**config.mk**
```make
export PLATFORM = sky130hd
export DESIGN_NAME = dvp_tx
export DESIGN_NICKNAME = d
export VERILOG_FILES = /design/src/rtl/dvp_tx.sv
export SDC_FILE = /design/constraint.sdc
export NUM_CORES = 1
export LEC_CHECK = 0
export ABC_CLOCK_PERIOD_IN_PS = 3800
export CELL_PAD_IN_SITES_DETAIL_PLACEMENT = 0
export CELL_PAD_IN_SITES_GLOBAL_PLACEMENT = 1
export CORE_UTILIZATION = 40
export CTS_CLUSTER_DIAMETER = 40
export DETAILED_ROUTE_END_ITERATION = 10
export GPL_TIMING_DRIVEN = 0
export PLACE_DENSITY = 0.82
export SLEW_MARGIN = 10
export SYNTH_ARGS = -nofsm -noshare
export SYNTH_HDL_FRONTEND = slang
export SYNTH_SLANG_ARGS = --single-unit
```
**constraint.sdc**
```tcl
create_clock -name CLOCK -period 3.8 [get_ports CLOCK]
set_input_delay 0.57 -clock CLOCK [delete_from_list [all_inputs] [get_ports CLOCK]]
set_output_delay 0.57 -clock CLOCK [all_outputs]
set_load 0.01 [all_outputs]
```
**src/rtl/dvp_tx.sv**
```systemverilog
// DVP (OV5640-style) sensor-side transmitter: RGB565 pixels in, high/low byte pairs out with PCLK/HREF/VSYNC.
// Define DVP_TX_TESTPAT_EN to add the test_mode input and the internal 8-colour bar generator.
module dvp_tx #(
  parameter int H_ACTIVE  = 1024,
  parameter int H_BLANK   = 64,
  parameter int V_ACTIVE  = 768,
  parameter int VSYNC_LEN = 4,
  parameter int V_BACK    = 16,
  parameter int V_FRONT   = 4,
  parameter int CW        = 12
) (
  input  logic        CLOCK,
  input  logic        rst,
  input  logic        enable,
  input  logic [15:0] pix_data,
  input  logic        pix_valid,
`ifdef DVP_TX_TESTPAT_EN
  input  logic        test_mode,
`endif
  output logic        pix_ready,
  output logic        DVP_PCLK,
  output logic        DVP_HREF,
  output logic        DVP_VSYNC,
  output logic [7:0]  DVP_DATA,
  output logic        frame_done,
  output logic        underflow
);

  typedef enum logic [2:0] {S_IDLE, S_VSYNC, S_VBACK, S_ACTIVE, S_VFRONT} state_t;

  localparam logic [CW-1:0] TICK_LAST = CW'(2 * H_ACTIVE + H_BLANK - 1);
  localparam logic [CW-1:0] HREF_END  = CW'(2 * H_ACTIVE);
  localparam logic [CW-1:0] VS_LAST   = CW'(VSYNC_LEN - 1);
  localparam logic [CW-1:0] VB_LAST   = CW'((V_BACK > 0) ? V_BACK - 1 : 0);
  localparam logic [CW-1:0] VA_LAST   = CW'(V_ACTIVE - 1);
  localparam logic [CW-1:0] VF_LAST   = CW'((V_FRONT > 0) ? V_FRONT - 1 : 0);

  state_t        state_q, state_d;
  logic [CW-1:0] tick_q, tick_d;
  logic [CW-1:0] line_q, line_d;
  logic          ph_q;
  logic          href_q, href_d;
  logic          vsync_q, vsync_d;
  logic          done_q, done_d;
  logic          uflow_q, uflow_d;
  logic          tp_q, tp_d;
  logic [7:0]    data_q, data_d;
  logic [15:0]   hold_q, hold_d;
  logic [15:0]   word;
  logic          line_last, frame_end, hi_slot;

  always_comb begin
    case (state_q)
      S_VSYNC:  line_last = (line_q == VS_LAST);
      S_VBACK:  line_last = (line_q == VB_LAST);
      S_ACTIVE: line_last = (line_q == VA_LAST);
      default:  line_last = (line_q == VF_LAST);
    endcase
  end

`ifdef DVP_TX_TESTPAT_EN
  logic [2:0]  bar_idx;
  logic [15:0] bar_word;
  logic        frame_start;

  always_comb begin
    bar_idx = 3'((int'(tick_d[CW-1:1]) * 8) / H_ACTIVE);
    case (bar_idx)
      3'd0:    bar_word = 16'hFFFF;
      3'd1:    bar_word = 16'hFFE0;
      3'd2:    bar_word = 16'h07FF;
      3'd3:    bar_word = 16'h07E0;
      3'd4:    bar_word = 16'hF81F;
      3'd5:    bar_word = 16'hF800;
      3'd6:    bar_word = 16'h001F;
      default: bar_word = 16'h0000;
    endcase
  end

  assign frame_start = (state_d == S_VSYNC) && ((state_q == S_IDLE) || frame_end);
  assign tp_d        = frame_start ? test_mode : tp_q;
  assign word        = tp_q ? bar_word : (pix_valid ? pix_data : 16'h0000);
`else
  assign tp_d = 1'b0;
  assign word = pix_valid ? pix_data : 16'h0000;
`endif

  // Next timing position (the tick launched on the coming launch edge) and its outputs.
  always_comb begin
    state_d   = state_q;
    tick_d    = tick_q;
    line_d    = line_q;
    frame_end = 1'b0;
    if (state_q == S_IDLE) begin
      if (enable) state_d = S_VSYNC;
    end else if (tick_q != TICK_LAST) begin
      tick_d = tick_q + 1'b1;
    end else begin
      tick_d = '0;
      if (!line_last) begin
        line_d = line_q + 1'b1;
      end else begin
        line_d = '0;
        case (state_q)
          S_VSYNC:  state_d = (V_BACK > 0) ? S_VBACK : S_ACTIVE;
          S_VBACK:  state_d = S_ACTIVE;
          S_ACTIVE: if (V_FRONT > 0) state_d = S_VFRONT; else frame_end = 1'b1;
          default:  frame_end = 1'b1;
        endcase
        // enable is only looked at here and in IDLE, so frames are never cut short.
        if (frame_end) state_d = enable ? S_VSYNC : S_IDLE;
      end
    end

    href_d    = (state_d == S_ACTIVE) && (tick_d < HREF_END);
    vsync_d   = (state_d == S_VSYNC);
    hi_slot   = href_d && !tick_d[0];
    pix_ready = ph_q && hi_slot && !tp_q && !rst;
    hold_d    = hi_slot ? word : hold_q;
    data_d    = hi_slot ? word[15:8] : (href_d ? hold_q[7:0] : 8'h00);
    uflow_d   = uflow_q | (pix_ready & ~pix_valid);
    done_d    = ph_q & frame_end;
  end

  always_ff @(posedge CLOCK) begin
    if (rst) begin
      state_q <= S_IDLE;
      tick_q  <= '0;
      line_q  <= '0;
      ph_q    <= 1'b0;
      href_q  <= 1'b0;
      vsync_q <= 1'b0;
      done_q  <= 1'b0;
      uflow_q <= 1'b0;
      tp_q    <= 1'b0;
      data_q  <= 8'h00;
      hold_q  <= 16'h0000;
    end else begin
      ph_q    <= ~ph_q;
      done_q  <= done_d;
      uflow_q <= uflow_d;
      if (ph_q) begin
        state_q <= state_d;
        tick_q  <= tick_d;
        line_q  <= line_d;
        href_q  <= href_d;
        vsync_q <= vsync_d;
        data_q  <= data_d;
        hold_q  <= hold_d;
        tp_q    <= tp_d;
      end
    end
  end

  assign DVP_PCLK   = ph_q;
  assign DVP_HREF   = href_q;
  assign DVP_VSYNC  = vsync_q;
  assign DVP_DATA   = data_q;
  assign frame_done = done_q;
  assign underflow  = uflow_q;

endmodule
```
Word level (Yosys, flattened, before mapping). Cells that the tools add are included.

Input bits: 20. Logic and storage cells: 60. Latch bits: 0. Register bits: 48. Output and inout port bits: 14. Bits in read-only memories: 0. Memories: 0. RAM bits: 0.

Reductions and logical operators: 10. Bitwise logic cells: 7. Equal/unequal tests: 9. Add/subtract/negate cells: 2. Muxes and demuxes: 21. Multipliers: 0. Div/mod/pow operators: 0. Magnitude comparators: 1. Shift-type cells: 0.

Operators by type and width (count): 12-bit 2-to-1 mux (3); 12-bit by 1-bit adder with 12-bit output (second input constant) (2); 16-bit 2-to-1 mux (1); 8-bit 2-to-1 mux (2); 3-bit 2-to-1 mux (5); 12-bit by 10-bit equality test with 1-bit output (second input constant) (1); 12-bit by 2-bit equality test with 1-bit output (second input constant) (1); 12-bit by 4-bit equality test with 1-bit output (second input constant) (1); 12-bit < comparator (second input constant) (1); 12-bit inequality test (second input constant) (1); 3-bit by 2-bit equality test with 1-bit output (second input constant) (3); 3-bit one-hot mux with 3 select lines (1); 1-bit 2-to-1 mux (8); 3-bit by 1-bit equality test with 1-bit output (second input constant) (2); 1-bit logical AND (4); 1-bit NOT (4); 3-bit zero test (1); 3-bit AND reduction (1); 3-bit OR reduction (1); 1-bit AND (2); 1-bit zero test (2); 1-bit one-hot mux with 2 select lines (1); 2-bit AND reduction (1); 1-bit OR (1).

Longest topological paths before layout. Gate-level depths: netlist of run 1.

Depth in word-level cells: 17. Gate-level depth with buffers: 8. Depth with buffers taken out: 7.

Least setup slack after synthesis of run 1. Ideal clock, no wire load.

Path type: reg-to-output. Start: register tick_q[0]. End: output port pix_ready. Arrival: 2.577 ns. Path slack: 0.653 ns. Stages on the path, launching flop included: 8. Required time: 3.230 ns. Path buffers: 0. Cells stage by stage: dfxtp_1 > ha_1 > nor4b_1 > nand3_1 > a2111oi_4 > xor2_4 > nand3_4 > a21oi_1.

Longest elaborated chain between the ends: 8. Elaborated cells between the ends (all ways): 13. Those cells by class: add/sub (1); order compare (1); eq/ne (2); mux (4); reduce/logical (5).

Ends and longest elaborated chain: start: declaration (RTL line 39) `logic [CW-1:0] tick_q, tick_d;`; start signal: assignment (RTL line 144) `tick_q <= tick_d;`; 12-bit by 1-bit adder with 12-bit output / 12-bit inequality test (equally long branches) (RTL line 97, 96); 12-bit 2-to-1 mux / 3-bit 2-to-1 mux (equally long branches) (RTL line 96) `end else if (tick_q != TICK_LAST) begin`; 12-bit 2-to-1 mux / 3-bit 2-to-1 mux (equally long branches) (RTL line 94) `if (state_q == S_IDLE) begin`; 12-bit < comparator / 3-bit by 2-bit equality test with 1-bit output (equally long branches) (RTL line 115) `href_d = (state_d == S_ACTIVE) && (tick_d < HREF_END);`; 1-bit logical AND (RTL line 115); 1-bit logical AND * (RTL line 117) `hi_slot = href_d && !tick_d[0];`; 1-bit logical AND * (2 in series) (RTL line 118) `pix_ready = ph_q && hi_slot && !tp_q && !rst;`; end: declaration (RTL line 20) `output logic pix_ready,`.

Every way passes the cells marked *; elsewhere a longest branch is shown, timed or not.

Worst setup path in the final report of run 1.
Start: register line_q[7]. End: output port pix_ready.

Longest elaborated chain between the ends: 10. Elaborated cells between the ends (all ways): 12. Those cells by class: eq/ne (4); mux (4); reduce/logical (4).

Ends and longest elaborated chain: start: declaration (RTL line 40) `logic [CW-1:0] line_q, line_d;`; start signal: assignment (RTL line 145) `line_q <= line_d;`; 12-bit by 2-bit equality test with 1-bit output, or another cell as far along (RTL line 54, 57); 1-bit one-hot mux with 2 select lines * (RTL line 53) `case (state_q)`; 3-bit 2-to-1 mux * (RTL line 100) `if (!line_last) begin`; 3-bit 2-to-1 mux * (RTL line 96); 3-bit 2-to-1 mux * (RTL line 94); 3-bit by 2-bit equality test with 1-bit output * (RTL line 115); 1-bit logical AND * (RTL line 115); 1-bit logical AND * (RTL line 117); 1-bit logical AND * (2 in series) (RTL line 118).

Marks and branches as above.

==> out/metrics.cfg, run 1 <==
[timing]
fin_skew_ps = 10.0
fmax_ghz = 0.301
fin_crit_ps = 3320
setup_viol = 0
setup_tns_ps = 0
finalCritPeriodShare_pct = 87.3
hold_violations = 0
setup_slack_ps = 481
whs_ps = 446
rsz0062_at_grt = no
worst_slew_pin_slew_ps = 770
maxSlewViolCount = 0
relSlewSlack_pct = 48.3

[setup_path]
crit_family = simple AND/OR/NAND/NOR gates
crit_required_ps = 3230
worst_path_max_delay_cell = or4_1
critPathKind = reg -> out
cp_max_fo = 10
crit_arrival_ps = 2750
max_stage_delay_ps = 520
cp_num_buf_inv = 2
path_cells = or4_1, or3_4, a2111oi_4, buf_4, xor2_4, nand3_4, a21oi_2, dlymetal6s2s_1
worst_setup_path_end_kind = output port
crit_path_start_kind = flop

[routing]
finalWirelength_mm = 4.83
wire_per_inst_um = 12.6
vias_per_cell = 5.22
drt_iter0_markers = 48
drtAntennaViolNets = 0
dr_total_vias = 1999
drc = 0
firstDrtPassIters = 4

[cells_and_area]
mostFrequentLayoutCells = dfxtp_1, nor2_1, clkdlybuf4s50_1
nets = 332
drive_above_1_share_pct = 6.75
layout_commonest_cell = dfxtp_1
antennaDiodeCount = 0
area_growth_pct = 24.6

[floorplanning]
die_w_um = 77.2
start_util_pct = 41.4
fp.dieH_um = 77.2
coreArea_um2 = 5470
row_count = 27
die_area_um2 = 5970
ios = 34

[place]
gp_congestion = 0.751
io_buffers = 31
dp_hpwl_mm = 3.58
dp_slack_ps = -319

[power_and_ir_drop]
comb_power_share_pct = 9.4
seq_power_share_pct = 53.0
p_int_mw = 0.741
p_sw_mw = 0.225
switching_share_pct = 23.3
total_power_mw = 0.966
p_per_area_nw_per_um2 = 342
peakVddDrop_mv = 0.264
p_clk_share_pct = 37.7
p_leak_nw = 0.952

[synth]
ys_seq_area_share_pct = 42.4
yosysTopAreaCellShare_pct = 42.4
synth_fp_nets = 291
avgSynthCellArea_um2 = 8.42
synth_cell_types = 43
synth_area_um2 = 2260
yosys.area.top_type = dfxtp_1
ys_warn_count = 0
synth_seq_cells = 48
synthCells = 269
synth.area.top_cells = dfxtp_1, nor2_1, xor2_1

[grt]
track_usage_pct = 17.4
grt_max_degree = 15
antenna_found_initial = 0
grt_pass1_vias = 1836
grt_pass1_wl_mm = 8.36
grt_overflow = 0

[clock_network]
cts_htree_levels = 2
clock_latency_ps = 300
cts_tree = done
clock_path_buffers = 2
clockRootBuffer = clkbuf_8
cts_hold_buf = 0
cts_buffers = 5
clock-sinks = 48
path_clk_slew_ps = 90

[job]
maxCapViolCount = 0

[run_status]
outcome = finished, final reports clean

[min_path]
min_path_type = reg -> reg

==> cells in the mapped netlist (all sizes together) <==
cell and number:
o21bai 1, a21o 2, o21ai 16, a2111oi 2, nand4b 2, a211oi 2
clkbuf 10, or4 2, mux2i 3, nor2 36, nand2b 3, buf 1
xor2 14, or3 3, nand3 9, dfxtp 48, and4 3, inv 3
nand4 15, nand2 28, nor3 6, o31a 1, nor4bb 1, ha 2
o211ai 1, and3b 1, and2 3, xnor2 7, nor2b 9, nor4b 1
a21oi 17, and3 1, a31oi 13, nor3b 1, nor4 1, nand3b 1
==> sequential cells by signal (all words and copies together), names as in the netlist <==
signal	cells
line_q	12
tick_q	12
DVP_DATA	8
hold_q	8
state_q	3
DVP_HREF	1
DVP_PCLK	1
DVP_VSYNC	1
frame_done	1
underflow	1
==> worst min-delay path: cells and delay by family (launching register included) <==
| kind | cells | cell delay [ps] |
|---|---|---|
| compound gates | 1 | 50 |
| flops | 1 | 310 |
| simple gates | 1 | 50 |
==> per-layer routing <==
metal	up-vias	GRT usage, %	routed length (um)
met5	-	0	0
met3	5	3.21	131
met2	26	26.9	2160
met1	931	24.1	2480
met4	0	6.04	53
li1	1037	-	-
==> metrics by stage <==
| step | utilization (%) | cell area, um2 | cells |
|---|---|---|---|
| after floorplan | - | 2260 | 269 |
| after global placement | 48.7 | 2670 | 372 |
| after detailed placement | 48.7 | 2670 | 372 |
| after CTS | 51.4 | 2820 | 383 |
| after global routing | 51.6 | 2820 | 383 |
| final | 51.6 | 2820 | 383 |
==> timing repair <==
| item | in CTS | in global routing |
|---|---|---|
| pin swaps | 1 | 0 |
| gates resized for setup | 3 | 3 |
| setup buffers | 3 | 0 |
| setup endpoints to repair | 1 | 1 |
==> cell families after synthesis <==
logic type,share of synthesized area (%)
buffers and inverters,2.32
adder cells (fa/ha/maj),1.10
flip-flops,42.4
AND/OR/NAND/NOR,29.0
AO/OA/AOI/OAI,14.9
multiplexers,1.33
XOR/XNOR,8.95
==> worst paths after layout <==
kind,from,endpoint,slack (ps),cells past startpoint
min,DVP_DATA[7],DVP_DATA[7],450,2
max,line_q[7],pix_ready,480,8
min reg2reg,DVP_DATA[7],DVP_DATA[7],450,2
max reg2reg,state_q[0],DVP_DATA[5],1150,7
==> power by group through the flow <==
stage / combinational, mW / clock, mW / sequential [mW]
finish: 0.0904 / 0.364 / 0.512
global route: 0.101 / 0.390 / 0.513
CTS: 0.0908 / 0.372 / 0.511
detailed placement: 0.0897 / 0 / 0.523
global placement: 0.0888 / 0 / 0.523
floorplan: 0.0522 / 0 / 0.523
==> final cells by class <==
cell class	instances	area, um2
Sequential cell	48	962
Tap cell	72	90.1
Timing Repair Buffer	34	335
Inverter	3	11.3
Multi-Input combinational cell	207	1270
Fill cell	550	2650
Clock buffer	6	72.6
Buffer	11	41.3
Clock inverter	2	35.0
Power figures use the tool's default switching activity.
==> run 2, diff against run 1 <==
SETUP_SLACK_MARGIN = 0.05   (was unset)
TNS_END_PERCENT = 50   (was unset)
==> results of run 2 <==
Final layout, timing and power as in run 1 (identical DEF).
